**src/rtl/w5300_socket_arbiter.sv**
```systemverilog
// Round-robin arbiter sharing one W5300 access port among NUM_CH socket engines, with a per-access timeout.
// Optional statistics counters are built only when W5300_ARB_STATS_EN is defined.
module w5300_socket_arbiter #(
    parameter int CLK_FREQ       = 100,
    parameter int NUM_CH         = 4,
    parameter int ADDR_WIDTH     = 12,
    parameter int DATA_WIDTH     = 16,
    parameter int TIMEOUT_CYCLES = 1024
) (
    input  logic                         clk,
    input  logic                         rst_n,
    input  logic [NUM_CH-1:0]            ch_req,
    input  logic [NUM_CH-1:0]            ch_we,
    input  logic [NUM_CH*ADDR_WIDTH-1:0] ch_addr,
    input  logic [NUM_CH*DATA_WIDTH-1:0] ch_wr_data,
    output logic [NUM_CH-1:0]            ch_done,
    output logic [NUM_CH-1:0]            ch_err,
    output logic [DATA_WIDTH-1:0]        ch_rd_data,
    output logic                         bus_req,
    output logic                         bus_we,
    output logic [ADDR_WIDTH-1:0]        bus_addr,
    output logic [DATA_WIDTH-1:0]        bus_wr_data,
    input  logic [DATA_WIDTH-1:0]        bus_rd_data,
    input  logic                         bus_done,
    output logic                         busy_n,
    output logic [NUM_CH*16-1:0]         stat_grant,
    output logic [15:0]                  stat_tmo
);

    localparam int PTR_W = (NUM_CH > 1) ? $clog2(NUM_CH) : 1;
    localparam int CNT_W = $clog2(TIMEOUT_CYCLES);
    localparam logic [CNT_W-1:0] CNT_LAST = CNT_W'(TIMEOUT_CYCLES - 1);
    localparam logic [PTR_W-1:0] PTR_LAST = PTR_W'(NUM_CH - 1);
    localparam logic [PTR_W:0]   NUM_CH_W = (PTR_W + 1)'(NUM_CH);

    if (NUM_CH < 1 || NUM_CH > 8 || TIMEOUT_CYCLES < 2 || CLK_FREQ < 1) begin : g_param_check
        $error("w5300_socket_arbiter: unsupported parameter set");
    end

    typedef enum logic [1:0] {
        IDLE,
        ISSUE,
        RELEASE
    } state_t;

    state_t           state;
    logic [PTR_W-1:0] rr_ptr;
    logic [PTR_W-1:0] gnt_idx;
    logic [CNT_W-1:0] tmo_cnt;
    logic             tmo_hit;

    logic [ADDR_WIDTH-1:0] addr_arr [NUM_CH];
    logic [DATA_WIDTH-1:0] wdat_arr [NUM_CH];

    for (genvar i = 0; i < NUM_CH; i++) begin : g_unpack
        assign addr_arr[i] = ch_addr[i*ADDR_WIDTH +: ADDR_WIDTH];
        assign wdat_arr[i] = ch_wr_data[i*DATA_WIDTH +: DATA_WIDTH];
    end

    // Rotate requests so bit 0 is the rr_ptr channel; the lowest set bit is then the winner.
    logic [NUM_CH-1:0] req_rot;
    logic [PTR_W-1:0]  pick_off;
    logic [PTR_W:0]    pick_sum;
    logic [PTR_W-1:0]  pick_idx;
    logic              pick_valid;

    // NOTE: every signal assigned in always_comb gets a default first, so no path leaves it unassigned and no latch is inferred.
    always_comb begin
        req_rot    = NUM_CH'({ch_req, ch_req} >> rr_ptr);
        pick_off   = '0;
        pick_valid = 1'b0;
        for (int k = NUM_CH - 1; k >= 0; k--) begin
            if (req_rot[k]) begin
                pick_valid = 1'b1;
                pick_off   = PTR_W'(k);
            end
        end
        pick_sum = {1'b0, rr_ptr} + {1'b0, pick_off};
        if (pick_sum >= NUM_CH_W) begin
            pick_sum = pick_sum - NUM_CH_W;
        end
        pick_idx = pick_sum[PTR_W-1:0];
    end

    // bus_done in the terminal count cycle takes priority over the timeout.
    assign tmo_hit = (state == ISSUE) && !bus_done && (tmo_cnt == CNT_LAST);

    // NOTE: sequential state uses non-blocking assignments so every register samples pre-edge values.
    always_ff @(posedge clk or negedge rst_n) begin
        if (!rst_n) begin
            state       <= IDLE;
            rr_ptr      <= '0;
            gnt_idx     <= '0;
            tmo_cnt     <= '0;
            bus_req     <= 1'b0;
            bus_we      <= 1'b0;
            bus_addr    <= '0;
            bus_wr_data <= '0;
            ch_done     <= '0;
            ch_err      <= '0;
            ch_rd_data  <= '0;
            busy_n      <= 1'b1;
        end else begin
            ch_done <= '0;
            ch_err  <= '0;
            case (state)
                IDLE: begin
                    if (pick_valid) begin
                        gnt_idx     <= pick_idx;
                        bus_we      <= ch_we[pick_idx];
                        bus_addr    <= addr_arr[pick_idx];
                        bus_wr_data <= wdat_arr[pick_idx];
                        bus_req     <= 1'b1;
                        busy_n      <= 1'b0;
                        tmo_cnt     <= '0;
                        state       <= ISSUE;
                    end
                end
                ISSUE: begin
                    if (bus_done) begin
                        bus_req    <= 1'b0;
                        ch_done    <= NUM_CH'(1) << gnt_idx;
                        ch_rd_data <= bus_rd_data;
                        state      <= RELEASE;
                    end else if (tmo_hit) begin
                        bus_req    <= 1'b0;
                        ch_done    <= NUM_CH'(1) << gnt_idx;
                        ch_err     <= NUM_CH'(1) << gnt_idx;
                        ch_rd_data <= '0;
                        state      <= RELEASE;
                    end else begin
                        tmo_cnt <= tmo_cnt + 1'b1;
                    end
                end
                RELEASE: begin
                    rr_ptr <= (gnt_idx == PTR_LAST) ? '0 : gnt_idx + 1'b1;
                    busy_n <= 1'b1;
                    state  <= IDLE;
                end
                default: state <= IDLE;
            endcase
        end
    end

`ifdef W5300_ARB_STATS_EN
    logic [15:0] grant_cnt [NUM_CH];
    logic [15:0] tmo_total;

    // NOTE: the counter array is reset explicitly; it is a register file, not RAM, and must read 0 after reset.
    always_ff @(posedge clk or negedge rst_n) begin
        if (!rst_n) begin
            for (int i = 0; i < NUM_CH; i++) begin
                grant_cnt[i] <= '0;
            end
            tmo_total <= '0;
        end else begin
            if (state == IDLE && pick_valid && grant_cnt[pick_idx] != 16'hFFFF) begin
                grant_cnt[pick_idx] <= grant_cnt[pick_idx] + 16'd1;
            end
            if (tmo_hit && tmo_total != 16'hFFFF) begin
                tmo_total <= tmo_total + 16'd1;
            end
        end
    end

    for (genvar i = 0; i < NUM_CH; i++) begin : g_stat
        assign stat_grant[i*16 +: 16] = grant_cnt[i];
    end
    assign stat_tmo = tmo_total;
`else
    assign stat_grant = '0;
    assign stat_tmo   = '0;
`endif

endmodule

```
**config.mk**
```make
export PLATFORM = sky130hd
export DESIGN_NAME = w5300_socket_arbiter
export DESIGN_NICKNAME = d
export VERILOG_FILES = /design/src/rtl/w5300_socket_arbiter.sv
export SDC_FILE = /design/constraint.sdc
export NUM_CORES = 1
export LEC_CHECK = 0
export BUFFER_PORTS_ARGS = -buffer_cell sky130_fd_sc_hd__buf_4
export CAP_MARGIN = 20
export CORE_ASPECT_RATIO = 0.8
export CORE_MARGIN = 8
export CORE_UTILIZATION = 41
export DETAILED_ROUTE_END_ITERATION = 8
export GPL_TIMING_DRIVEN = 1
export PLACE_DENSITY = 0.78
export SYNTH_ARGS = -nofsm -noshare
export SYNTH_HDL_FRONTEND = slang
export SYNTH_SLANG_ARGS = --single-unit
```
**constraint.sdc**
```tcl
create_clock -name clk -period 2.71 [get_ports clk]
set_input_delay 0 -clock clk [delete_from_list [all_inputs] [get_ports clk]]
set_output_delay 0 -clock clk [all_outputs]
set_load 0.02 [all_outputs]
```
# Word level (Yosys, flattened, before mapping)
# Cells that the tools add are included.
[totals]
ff_bits = 71
inputBits = 139
output_inout_bits = 135
elab_cells = 82
[op_classes]
addsub = 4
n_lt_le_gt_ge = 3
eq_ne = 8
shifts = 2
mux = 39
bitwise = 1
n_reduce_logical = 13
[ops]
columns = ["cell", "count"]
rows = [
  ["2-to-1 mux 16 bit", 4],
  ["binary-select mux 16 bit (select 2 bit)", 1],
  ["2-to-1 mux 10 bit", 3],
  ["binary-select mux 12 bit (select 2 bit)", 1],
  ["2-to-1 mux 12 bit", 2],
  ["2-to-1 mux 4 bit", 5],
  ["case mux 10 bit (2 select lines)", 1],
  ["2-to-1 mux 2 bit", 9],
  ["adder 10 x 1 -> 10 bit (second input constant)", 1],
  ["equality test 10 bit (second input constant)", 1],
  ["2-to-1 mux 1 bit", 9],
  ["AND reduction 2 bit", 4],
  [">> shifter 8 x 2 -> 4 bit", 1],
  ["greater-or-equal comparator 3 bit (second input constant)", 2],
  ["inequality test 2 bit (second input constant)", 3],
  ["nonzero test 2 bit", 3],
  ["equality test 2 bit (second input constant)", 2],
  ["case mux 1 bit (2 select lines)", 2],
  ["case mux 2 bit (2 select lines)", 1],
  ["AND reduction 4 bit", 1],
  ["left shift 1 x 2 -> 4 bit (first input constant)", 1],
  ["adder 2 x 2 -> 3 bit", 1],
  ["less-than comparator 2 x 3 -> 1 bit (second input constant)", 1],
  ["inequality test 3 bit (second input constant)", 1],
  ["9 further kinds", 10],
]

# Logic depth before layout (Yosys ltp)
# Gate-level depths: netlist (run 1).
[logic_depth]
depth_word = 12
mapped_depth = 12
ltp_nobuf = 9

# Least setup slack after synthesis (run 1)
# Ideal clock, no wire load.
[synth_path]
path_kind = "flip-flop to flip-flop"
from = "register rr_ptr[0]"
to = "register bus_wr_data[10]"
setup_time_ns = 0.096
arrival_ns = 2.597
t_required_ns = 2.614
slack_ns = 0.018
stages_incl_launch_ff = 12
n_path_buf = 4
period_less_slack_ns = 2.692
path_cell_list = "dfrtp_1 buf_2 nor2b_1 a221o_1 nand2_1 o221ai_1 ha_1 clkbuf_1 clkbuf_1 buf_2 a221oi_1 o31ai_1"
[synth_between]
elab_chain_len = 12
word_cells_on_any_way = 18
cone_classes = "add/sub (2); order compare (1); shift (1); mux (12); bitwise (1); reduce/logical (1)"
[synth_rtl]
columns = ["item", "line", "source"]
rows = [
  ["from (decl)", "47", "logic [PTR_W-1:0] rr_ptr;"],
  ["from (signal assigned)", "136", "rr_ptr <= (gnt_idx == PTR_LAST) ? '0 : gnt_idx + 1'b1;"],
  [">> shifter 8 x 2 -> 4 bit", "69", "req_rot = NUM_CH'({ch_req, ch_req} >> rr_ptr);"],
  ["2-to-1 mux 2 bit (4 in a row)", "73", "if (req_rot[k]) begin"],
  ["adder 2 x 2 -> 3 bit *", "78", "pick_sum = {1'b0, rr_ptr} + {1'b0, pick_off};"],
  ["greater-or-equal comparator 3 bit or subtractor 2 x 1 -> 2 bit (tied branches)", "79, 80", ""],
  ["2-to-1 mux 2 bit *", "79", "if (pick_sum >= NUM_CH_W) begin"],
  ["named net pick_sum[0]", "63", "logic [PTR_W:0] pick_sum;"],
  ["NOT 2 -> 3 bit (implied by the code) *", "112", "bus_wr_data <= wdat_arr[pick_idx];"],
  ["binary-select mux 16 bit (select 2 bit) *", "112", ""],
  ["2-to-1 mux 16 bit (implied by the code) * (2 in a row)", "112", ""],
  ["to (signal assigned)", "112", ""],
  ["to (decl)", "22", "output logic [DATA_WIDTH-1:0] bus_wr_data,"],
]
# Mark *: on every way through the listed nets, which the timed path passes. The rest lies on a longest branch. The select of a mux whose other input is x is not followed.
# A chain may end at the register's enable or synchronous reset.

# Worst setup path in the final report (run 1)
[layout_path]
from = "register rr_ptr[0]"
to = "register bus_addr[3]"
[layout_between]
elab_chain_len = 12
word_cells_on_any_way = 18
cone_classes = "add/sub (2); order compare (1); shift (1); mux (12); bitwise (1); reduce/logical (1)"
[layout_rtl]
columns = ["item", "line", "source"]
rows = [
  [">> shifter 8 x 2 -> 4 bit", "69", ""],
  ["2-to-1 mux 2 bit (4 in a row)", "73", ""],
  ["adder 2 x 2 -> 3 bit", "78", ""],
  ["greater-or-equal comparator 3 bit or subtractor 2 x 1 -> 2 bit (tied branches)", "79, 80", ""],
  ["2-to-1 mux 2 bit", "79", ""],
  ["NOT 2 -> 3 bit (implied by the code)", "111", "bus_addr <= addr_arr[pick_idx];"],
  ["binary-select mux 12 bit (select 2 bit)", "111", ""],
  ["2-to-1 mux 12 bit (implied by the code) (2 in a row)", "111", ""],
  ["to (signal assigned)", "111", ""],
  ["to (decl)", "21", "output logic [ADDR_WIDTH-1:0] bus_addr,"],
]
# Several ways; a longest one is shown, not always the timed one. The select of a mux whose other input is x is not followed.

==> impl_metrics.toml, run 1 <==
[detailed_routing]
firstDrtPassIters = 5
routed_via_density = 4.978
drc = 0
routed_wirelength_mm = 15.62
ant_nets = 0
dr.first_iter.drc_count = 311
wire_per_inst_um = 17.69
vias = 4396

[clock_tree]
path_clk_slew_ns = 0.06
worstSkewPairLatency_ns = 0.33
cts-buffers-inserted = 9
cts_tree = "yes"
clock_sinks = 71
clock-root-buffer = "clkbuf_16"
clock_path_buffers = 2
cts_max_level = 3

[synthesis]
synth_ff_type = "dfrtp_1"
ys_top_cells_by_area = "dfrtp_1 (35%), buf_4 (13%), nor2b_1 (8.2%), a2111oi_2 (5.8%), nand2_1 (5.7%)"
yosysSeqAreaShare_pct = 35.92
synth_enable_flop_cells = 0
synth_top_area_share_pct = 35.39
ys_warn_count = 0
synth-seq-cells = 71
avgSynthCellArea_um2 = 9.446
synth_cell_type_count = 50
synth_cells = 524
synth.cell_area_um2 = 4950
synth.largest_area_cell = "dfrtp_1"
async_flop_share_pct = 100.0

[timing]
setup_viol = 0
max_freq_mhz = 384.9
slew_violations = 0
fin_crit_ns = 2.598
rsz0062_at_grt = "true"
fin_worst_skew_ns = 0.005377
tightest_slew_ns = 1.040
setup_ws_ns = 0.1117
max_slew_margin_pct = 30.43
final.period_utilization_pct = 95.88
hold_viol_final = 0

[grt]
grt_pass1_vias = 4585
grt_use_total_pct = 18.80
grt_pass1_wl_mm = 24.02
antenna_found_initial = 0
grt-ovfl-total = 0
grt_max_degree = 72

[setup_path]
r2r_start = "rr_ptr[0]"
end_kind = "flip-flop"
worstPathMaxFanout = 29
worstSetupStartpointType = "flip-flop"
r2r_end = "bus_addr[3]"
crit_type = "flip-flop to flip-flop"
crit_start = "rr_ptr[0]"
reg2reg_slack_ns = 0.11
critPathMaxStageDelay_ns = 0.82
worstPathArrival_ns = 2.82
cp_slowest_cell = "o21ai_4"
rr_worst_depth = 6
cp_cell_sequence = "buf_4, mux2_4, a32o_1, o21ai_4, a221oi_1, o31ai_1"
cp.required_ns = 2.94
worstSetupEndpoint = "bus_addr[3]"

[placement]
place_inst = 839
gp_congestion = 0.8032
pre_cts_ws_ns = -0.2557
hpwl_mm = 11.50
port_buffers = 193

[floorplanning]
start_util_pct = 41.31
coreArea_um2 = 11980
chipHeight_um = 114.3
die_area_um2 = 15870
die_w_um = 138.8
row_count = 36
top_level_ports = 274

[final_layout]
n_antenna_cell = 0
syn_to_final_growth_pct = 39.36
fin_cells = 883
final_cell_mix = "buf_4 (209), conb_1 (80), nand2_1 (75), dfrtp_1 (70), nor2b_1 (65)"
fin_nets = 872
drive_gt1_share_pct = 39.81
final_common_cell = "buf_4"

[power_and_ir_drop]
ir_worst_vdd_mv = 0.6043
p_leak_nw = 3.215
powerDensity_nw_per_um2 = 1238

[hold_path]
min_path_type = "primary input to flip-flop"

[flow_run]
drv_cap = 0

[outcome]
status = "finished clean"
-- how the worst min path moves through the flow --
stage                    from              to  slack (ns)  cells after the start
2_1_floorplan           rst_n     bus_addr[0]       -0.30                      0
3_3_place_gp            rst_n       rr_ptr[0]        0.18                      1
3_5_place_dp            rst_n       rr_ptr[0]        0.20                      1
4_1_cts        ch_wr_data[21]  bus_wr_data[5]      0.0003                      3
5_1_grt        ch_wr_data[21]  bus_wr_data[5]        0.01                      3
6_report       ch_wr_data[16]  bus_wr_data[0]        0.01                      3
-- per-stage QoR --
stage | hold slack, ns | cell area [um2] | power [W] | TNS (ns) | util [%]
global placement | 0.1846 | 6264 | 0.006925 | -0.7543 | 52.28
floorplan | -0.2956 | 5246 | 0.005482 | 0 | -
detailed placement | 0.2003 | 6264 | 0.007125 | -4.467 | 52.28
CTS | 0.0002563 | 6809 | 0.008487 | 0 | 56.83
finish | 0.01472 | 6898 | 0.008537 | 0 | 57.57
global route | 0.01241 | 6898 | 0.009118 | -0.06708 | 57.57
-- cell usage after synthesis, types with 2 or more instances --
cell and number:
ha_1 6, mux2_2 2, buf_4 83, and3_1 3, xor2_1 6, nand2b_1 2, clkbuf_1 24, a221oi_2 10
o221ai_1 2, dfrtp_1 70, nor2b_1 65, o31ai_2 18, nand2_1 75, a2111oi_2 19, o21ai_1 4, a21oi_1 3
nor2_1 10, and2_1 7, a221oi_1 19, nand3_1 6, nor3b_1 3, o31ai_1 12, nor3_1 2, o21ai_0 23
buf_2 13, inv_1 5, a2111oi_0 9
-- critical path, delay by kind of cell (launching register included) --
kind | cells | cell delay (ns)
AOI/OAI and AO/OA | 4 | 1.61
buffers and inverters | 1 | 0.19
DFF | 1 | 0.43
muxes | 1 | 0.27
-- layer usage --
layer  track usage (%)  wire length [um]
met3             4.792               976
met1             23.48              6788
met2             31.82              7682
met4             4.960               177
met5                 0                 0
-- layout make-up --
| type | instances | area [um2] |
|---|---|---|
| clock buffers | 12 | 256.5 |
| flip-flops and latches | 71 | 1778 |
| inverters | 5 | 18.77 |
| fillers | 1030 | 5084 |
| clock inverters | 3 | 42.54 |
| repair buffers | 234 | 1867 |
| multi-input cells | 406 | 2745 |
| well taps | 152 | 190.2 |
-- sequential cells by signal (all words and copies together) (netlist names) --
register,cells
bus_wr_data,16
ch_rd_data,16
bus_addr,12
tmo_cnt,10
ch_done,4
ch_err,4
gnt_idx,2
rr_ptr,2
state,2
bus_req,1
bus_we,1
busy_n,1
-- power breakdown --
group / switching [W] / total [W] / internal (W)
logic: 0.00327 / 0.00559 / 0.00232
registers: 0.000265 / 0.00176 / 0.00149
clock network: 0.000436 / 0.00119 / 0.000756
-- timing repair --
action                                  CTS  global route
cloned                                    1             0
resized for setup                         4             4
setup buffers                             2             6
endpoints found under the hold margin    88             0
pin swaps                                 0             2
endpoints found under the setup margin   30            15
hold buffers                             19             0
-- cells by family (layout without fill, tap and decap cells) --
kind of cell	Yosys count	in the layout	synth area share (%)
other	1	80	0.07576
buffers and inverters	127	254	16.63
muxes	3	3	0.7582
DFF	71	71	35.92
and+or+nand+nor	182	182	18.86
AOI/OAI and AO/OA	127	128	25.00
adders and majority gates	6	6	1.517
xor gates and xnor gates	7	7	1.239
Note: power is estimated with default switching activity, not from simulation.
==> inputs of run 2 (changes only) <==
CELL_PAD_IN_SITES_DETAIL_PLACEMENT = 2   (was default)
CELL_PAD_IN_SITES_GLOBAL_PLACEMENT = 2   (was default)
CORE_UTILIZATION = 23   (was 41)
PLACE_DENSITY = default   (was 0.78)
PLACE_DENSITY_LB_ADDON = 0.1   (was default)
==> impl_metrics.toml, run 2 (synthesis gave the netlist of run 1 again) <==
[outcome]
status = "finished clean"

[setup_path]
crit_top_cell = "buf_4"
worstSetupStartpointType = "flip-flop"
crit_type = "flip-flop to flip-flop"
worstPathArrival_ns = 2.85
reg2reg_slack_ns = 0.07
crit_family = "compound AO/OA/AOI/OAI gates"
rr_worst_depth = 11
r2r_start = "rr_ptr[0]"
cp.required_ns = 2.93
end_kind = "flip-flop"
cp_slowest_cell = "a2111oi_0"
cp_cell_sequence = "nor2b_1, a221o_1, nand2_1, o221ai_1, ha_4, xor2_1, buf_4, a21oi_4, buf_4, a2111oi_0, o31ai_1"
path_buf_inv = 2
r2r_end = "bus_wr_data[11]"
worstPathMaxFanout = 11
critPathMaxStageDelay_ns = 0.45

[clock_tree]
clock_path_buffers = 2
clock-root-buffer = "clkbuf_16"
clock_sinks = 71
path_clk_slew_ns = 0.06
cts-buffers-inserted = 9
cts_max_level = 3
cts_tree = "yes"
worstSkewPairLatency_ns = 0.34

[final_layout]
multi_input_area_um2 = 2730
final_common_cell = "buf_4"
seq_area_um2 = 1778
largestRegisters = "bus_wr_data x16, ch_rd_data x16, bus_addr x12"
drive_gt1_share_pct = 38.87
syn_to_final_growth_pct = 44.99
final_core_util_pct = 33.66
fillers = 2390
fin_cells = 1017
fin_nets = 881
final_cell_mix = "buf_4 (203), conb_1 (80), nand2_1 (75), dfrtp_1 (70), nor2b_1 (65)"

[timing]
setup_ws_ns = 0.07115
fin_worst_skew_ns = 0.007591
setup_viol = 0
hold_ws_ns = 0.01207
max_slew_margin_pct = 54.04
hold_viol_final = 0
fin_crit_ns = 2.639
tightest_slew_ns = 0.6867
rsz0062_at_grt = "true"
final.period_utilization_pct = 97.37
slew_violations = 0
max_freq_mhz = 379.0

[hold_path]
hp-start = "ch_wr_data[16]"
hold_depth = 3
min_path_type = "primary input to flip-flop"
whs_endpoint = "bus_wr_data[0]"

[floorplanning]
top_level_ports = 274
die_w_um = 180.0
row_count = 48
coreArea_um2 = 21320
start_util_pct = 23.22
chipHeight_um = 147.2
die_area_um2 = 26500

[power_and_ir_drop]
comb_power_share_pct = 66.6
p_sw_w = 0.004174
p_seq_share_pct = 20.2
p_leak_nw = 3.255
powerDensity_nw_per_um2 = 1209
clkPwrFrac_pct = 13.2
swShare_pct = 48.08
ir_worst_vdd_mv = 0.5612
internal_power_w = 0.004507

[detailed_routing]
wl_met3_mm = 1.058
wl_met2_mm = 9.759
vias = 4581
ant_nets = 0
routed_wirelength_mm = 19.87
top_layer = "met4"
dr.first_iter.drc_count = 200
wl_met1_mm = 8.751
drc = 0
routed_via_density = 4.504
firstDrtPassIters = 4
wire_per_inst_um = 19.54

[placement]
hpwl_mm = 14.62
place_inst = 965
pre_cts_ws_ns = 0.05660
port_buffers = 193
gp_congestion = 0.7247

[grt]
antenna_found_initial = 1
grt_pass1_wl_mm = 30.33
grt_max_degree = 72
grt_pass1_vias = 5153
grt_use_total_pct = 14.42
grt-ovfl-total = 0

[flow_run]
drv_cap = 0
-- run 2: cell count changes in the layout (fill, tap and decap cells not counted), sizes merged --
cell	before	now
a21oi	4	3
buf	214	212
bufinv	1	0
clkbuf	13	9
clkinv	1	2
clkinvlp	1	3
diode	0	1
dlygate4sd3	19	31
inv	5	7
o21ai	27	28
-- run 2: area by class of cell --
| cell class | count | share of cell area, % |
|---|---|---|
| sequential | 71 | 24.77 |
| timing repair buffer | 243 | 28.17 |
| inverter | 5 | 0.2615 |
| antenna | 1 | 0.03487 |
| multi-input combinational | 406 | 38.04 |
| clock inverter | 7 | 0.7845 |
| clock buffer | 9 | 3.138 |
| tap | 275 | 4.794 |
-- run 2: worst max-delay path by stage --
stage / start / end / slack [ns] / cells after the start
floorplan: rr_ptr[0] / bus_wr_data[10] / 0.02 / 11
global placement: rr_ptr[0] / bus_wr_data[0] / 0.14 / 6
detailed placement: rr_ptr[0] / bus_wr_data[3] / 0.06 / 11
CTS: rr_ptr[0] / bus_wr_data[8] / 0.01 / 11
global route: rr_ptr[0] / bus_addr[2] / -0.07 / 11
finish: rr_ptr[0] / bus_wr_data[11] / 0.07 / 11
-- run 2: what timing repair did --
action | 4_1_cts | 5_1_grt
hold buffers | 31 | 0
resized for setup | 0 | 6
setup buffers | 1 | 1
cloned | 0 | 1
endpoints found under the hold margin | 100 | 0
pin swaps | 0 | 1
endpoints found under the setup margin | 1 | 25
-- run 2: worst reg2reg max path, delay by kind of cell, from the launching register on --
family	cells	cell delay [ns]
buf+inv	2	0.36
xor+xnor	1	0.21
fa+ha+maj	1	0.21
compound gates	5	1.06
simple gates	2	0.23
flops	1	0.43
-- run 2: power by group through the flow --
| stage | logic, W | clock network [W] | registers, W |
|---|---|---|---|
| floorplan | 0.00334 | 0 | 0.00215 |
| CTS | 0.00578 | 0.00121 | 0.00176 |
| finish | 0.00578 | 0.00115 | 0.00175 |
| global route | 0.00630 | 0.00124 | 0.00181 |
| global placement | 0.00556 | 0 | 0.00175 |
| detailed placement | 0.00572 | 0 | 0.00178 |
-- run 2: metrics by stage --
step	TNS [ns]	power (W)	instance area, um2
6_report	0	0.008680	7177
5_1_grt	-0.6126	0.009349	7177
4_1_cts	0	0.008751	7102
3_5_place_dp	0	0.007495	6502
3_3_place_gp	0	0.007315	6502
2_1_floorplan	0	0.005482	5246
-- run 2: metal layers --
metal | track usage, % | up-vias
met4 | 4.002 | 0
li1 | - | 2137
met2 | 24.14 | 154
met3 | 4.245 | 16
met5 | 0 | -
met1 | 17.85 | 2274
==> inputs of run 3 (changes only) <==
--- a/config.mk
+++ b/config.mk
@@ -15,5 +15,5 @@
 export DETAILED_ROUTE_END_ITERATION = 8
 export GPL_TIMING_DRIVEN = 1
-export PLACE_DENSITY_LB_ADDON = 0.1
+export PLACE_DENSITY = 0.78
 export SYNTH_ARGS = -nofsm -noshare
 export SYNTH_HDL_FRONTEND = slang
==> constraint.sdc (replaced) <==
create_clock -name clk -period 2.71 [get_ports clk]
set_input_delay 0.542 -clock clk [delete_from_list [all_inputs] [get_ports clk]]
set_output_delay 0.542 -clock clk [all_outputs]
set_load 0.02 [all_outputs]
==> impl_metrics.toml, run 3 (synthesis gave the netlist of run 1 again) <==
[detailed_routing]
firstDrtPassIters = 4
top_layer = "met4"
wl_met2_mm = 9.633
dr.first_iter.drc_count = 198
drc = 0
ant_nets = 0
vias = 4478
wl_met1_mm = 8.735
wl_met3_um = 897
routed_via_density = 4.487
routed_wirelength_mm = 19.48
wire_per_inst_um = 19.52

[setup_path]
worstSetupStartpointType = "flip-flop"
cp.required_ns = 2.93
worstPathArrival_ns = 2.79
crit_type = "flip-flop to flip-flop"
r2r_end = "bus_wr_data[4]"
worstPathMaxFanout = 10
reg2reg_slack_ns = 0.14
r2r_start = "rr_ptr[0]"
end_kind = "flip-flop"
rr_worst_depth = 12

[grt]
grt_max_degree = 54
grt_pass1_vias = 4938
antenna_found_initial = 0
grt_pass1_wl_mm = 29.61
grt-ovfl-total = 0
grt_use_total_pct = 14.11

[timing]
max_freq_mhz = 389.4
hold_viol_final = 0
fin_crit_ns = 2.568
max_slew_margin_pct = 59.21
slew_violations = 0
setup_ws_ns = 0.1419
setup_viol = 0
rsz0062_at_grt = "true"
hold_ws_ns = 0.1986
tightest_slew_ns = 0.6103
final.period_utilization_pct = 94.76
fin_worst_skew_ns = 0.01001

[floorplanning]
top_level_ports = 274
coreArea_um2 = 21320
die_area_um2 = 26500
die_w_um = 180.0
chipHeight_um = 147.2
start_util_pct = 23.22
row_count = 48

[clock_tree]
path_clk_slew_ns = 0.07
cts-buffers-inserted = 9
clock_path_buffers = 2
cts_tree = "yes"
worstSkewPairLatency_ns = 0.34
clock_sinks = 71
postCtsHoldBufs = 0
cts_max_level = 3
clock-root-buffer = "clkbuf_16"
cts_setup_buffers = 0

[final_layout]
multi_input_area_um2 = 2932
largestRegisters = "bus_wr_data x16, ch_rd_data x16, bus_addr x12"
fin_nets = 863
final_cell_mix = "buf_4 (214), conb_1 (80), nand2_1 (75), dfrtp_1 (69), nor2b_1 (65)"
drive_gt1_share_pct = 43.57
final_core_util_pct = 34.00
n_antenna_cell = 0
syn_to_final_growth_pct = 46.44
final_common_cell = "buf_4"
seq_area_um2 = 1779
fillers = 2377
fin_area_um2 = 7248

[power_and_ir_drop]
powerDensity_nw_per_um2 = 1307
p_leak_nw = 3.262
p_total_w = 0.009472
ir_worst_vdd_mv = 1.155

[flow_run]
drv_cap = 0

[placement]
hpwl_mm = 14.75
gp_congestion = 0.7514
placed_area_um2 = 6648
pre_cts_ws_ns = -0.2327
port_buffers = 193

[hold_path]
min_path_type = "primary input to asynchronous set/reset pin"

[outcome]
status = "finished clean"
## run 3: critical path, stage by stage, from the launching register on
cell and delay (ns):
dfrtp_2 0.44, nor2b_1 0.14, a221o_1 0.29, nand2_1 0.08
o221ai_1 0.12, buf_4 0.16, ha_4 0.17, xor2_4 0.15
buf_4 0.14, a21oi_4 0.05, clkbuf_16 0.22, a2111oi_2 0.39
o31ai_2 0.08
## run 3: worst max path at each step
stage | startpoint | to | depth (start not counted)
final | rr_ptr[0] | bus_wr_data[4] | 12
after global routing | rr_ptr[0] | bus_addr[6] | 13
after CTS | rr_ptr[0] | bus_addr[3] | 12
after detailed placement | ch_req[0] | bus_wr_data[4] | 13
after global placement | ch_req[0] | bus_addr[2] | 12
after floorplan | ch_req[2] | bus_wr_data[1] | 10
## run 3: what timing repair did
item,in CTS,in global routing
endpoints found under the setup margin,14,28
pin swaps,0,0
cloned,0,1
resized for setup,5,32
## run 3: per-layer routing
layer | vias up | track usage, %
met5 | - | 0
met4 | 0 | 3.795
met3 | 11 | 3.208
met2 | 148 | 23.48
met1 | 2228 | 18.19
li1 | 2091 | -
## run 3: cell type report
cell class | count | share of cell area [%]
tap | 275 | 4.747
inverter | 5 | 0.2589
sequential | 71 | 24.55
multi-input combinational | 405 | 40.45
clock buffer | 10 | 3.297
timing repair buffer | 226 | 25.43
clock inverter | 6 | 1.277
## run 3: power breakdown
part           internal [W]  leakage, nW  switching (W)  total [W]
sequential          0.00149        0.896       0.000274    0.00177
clock              0.000837        0.155       0.000514    0.00135
combinational       0.00271         2.21        0.00364    0.00635
## run 3: stage by stage
stage | instances | setup TNS [ns]
2_1_floorplan | 603 | 0
3_3_place_gp | 981 | -1.016
3_5_place_dp | 981 | -3.685
4_1_cts | 997 | 0
5_1_grt | 998 | -0.1033
6_report | 998 | 0
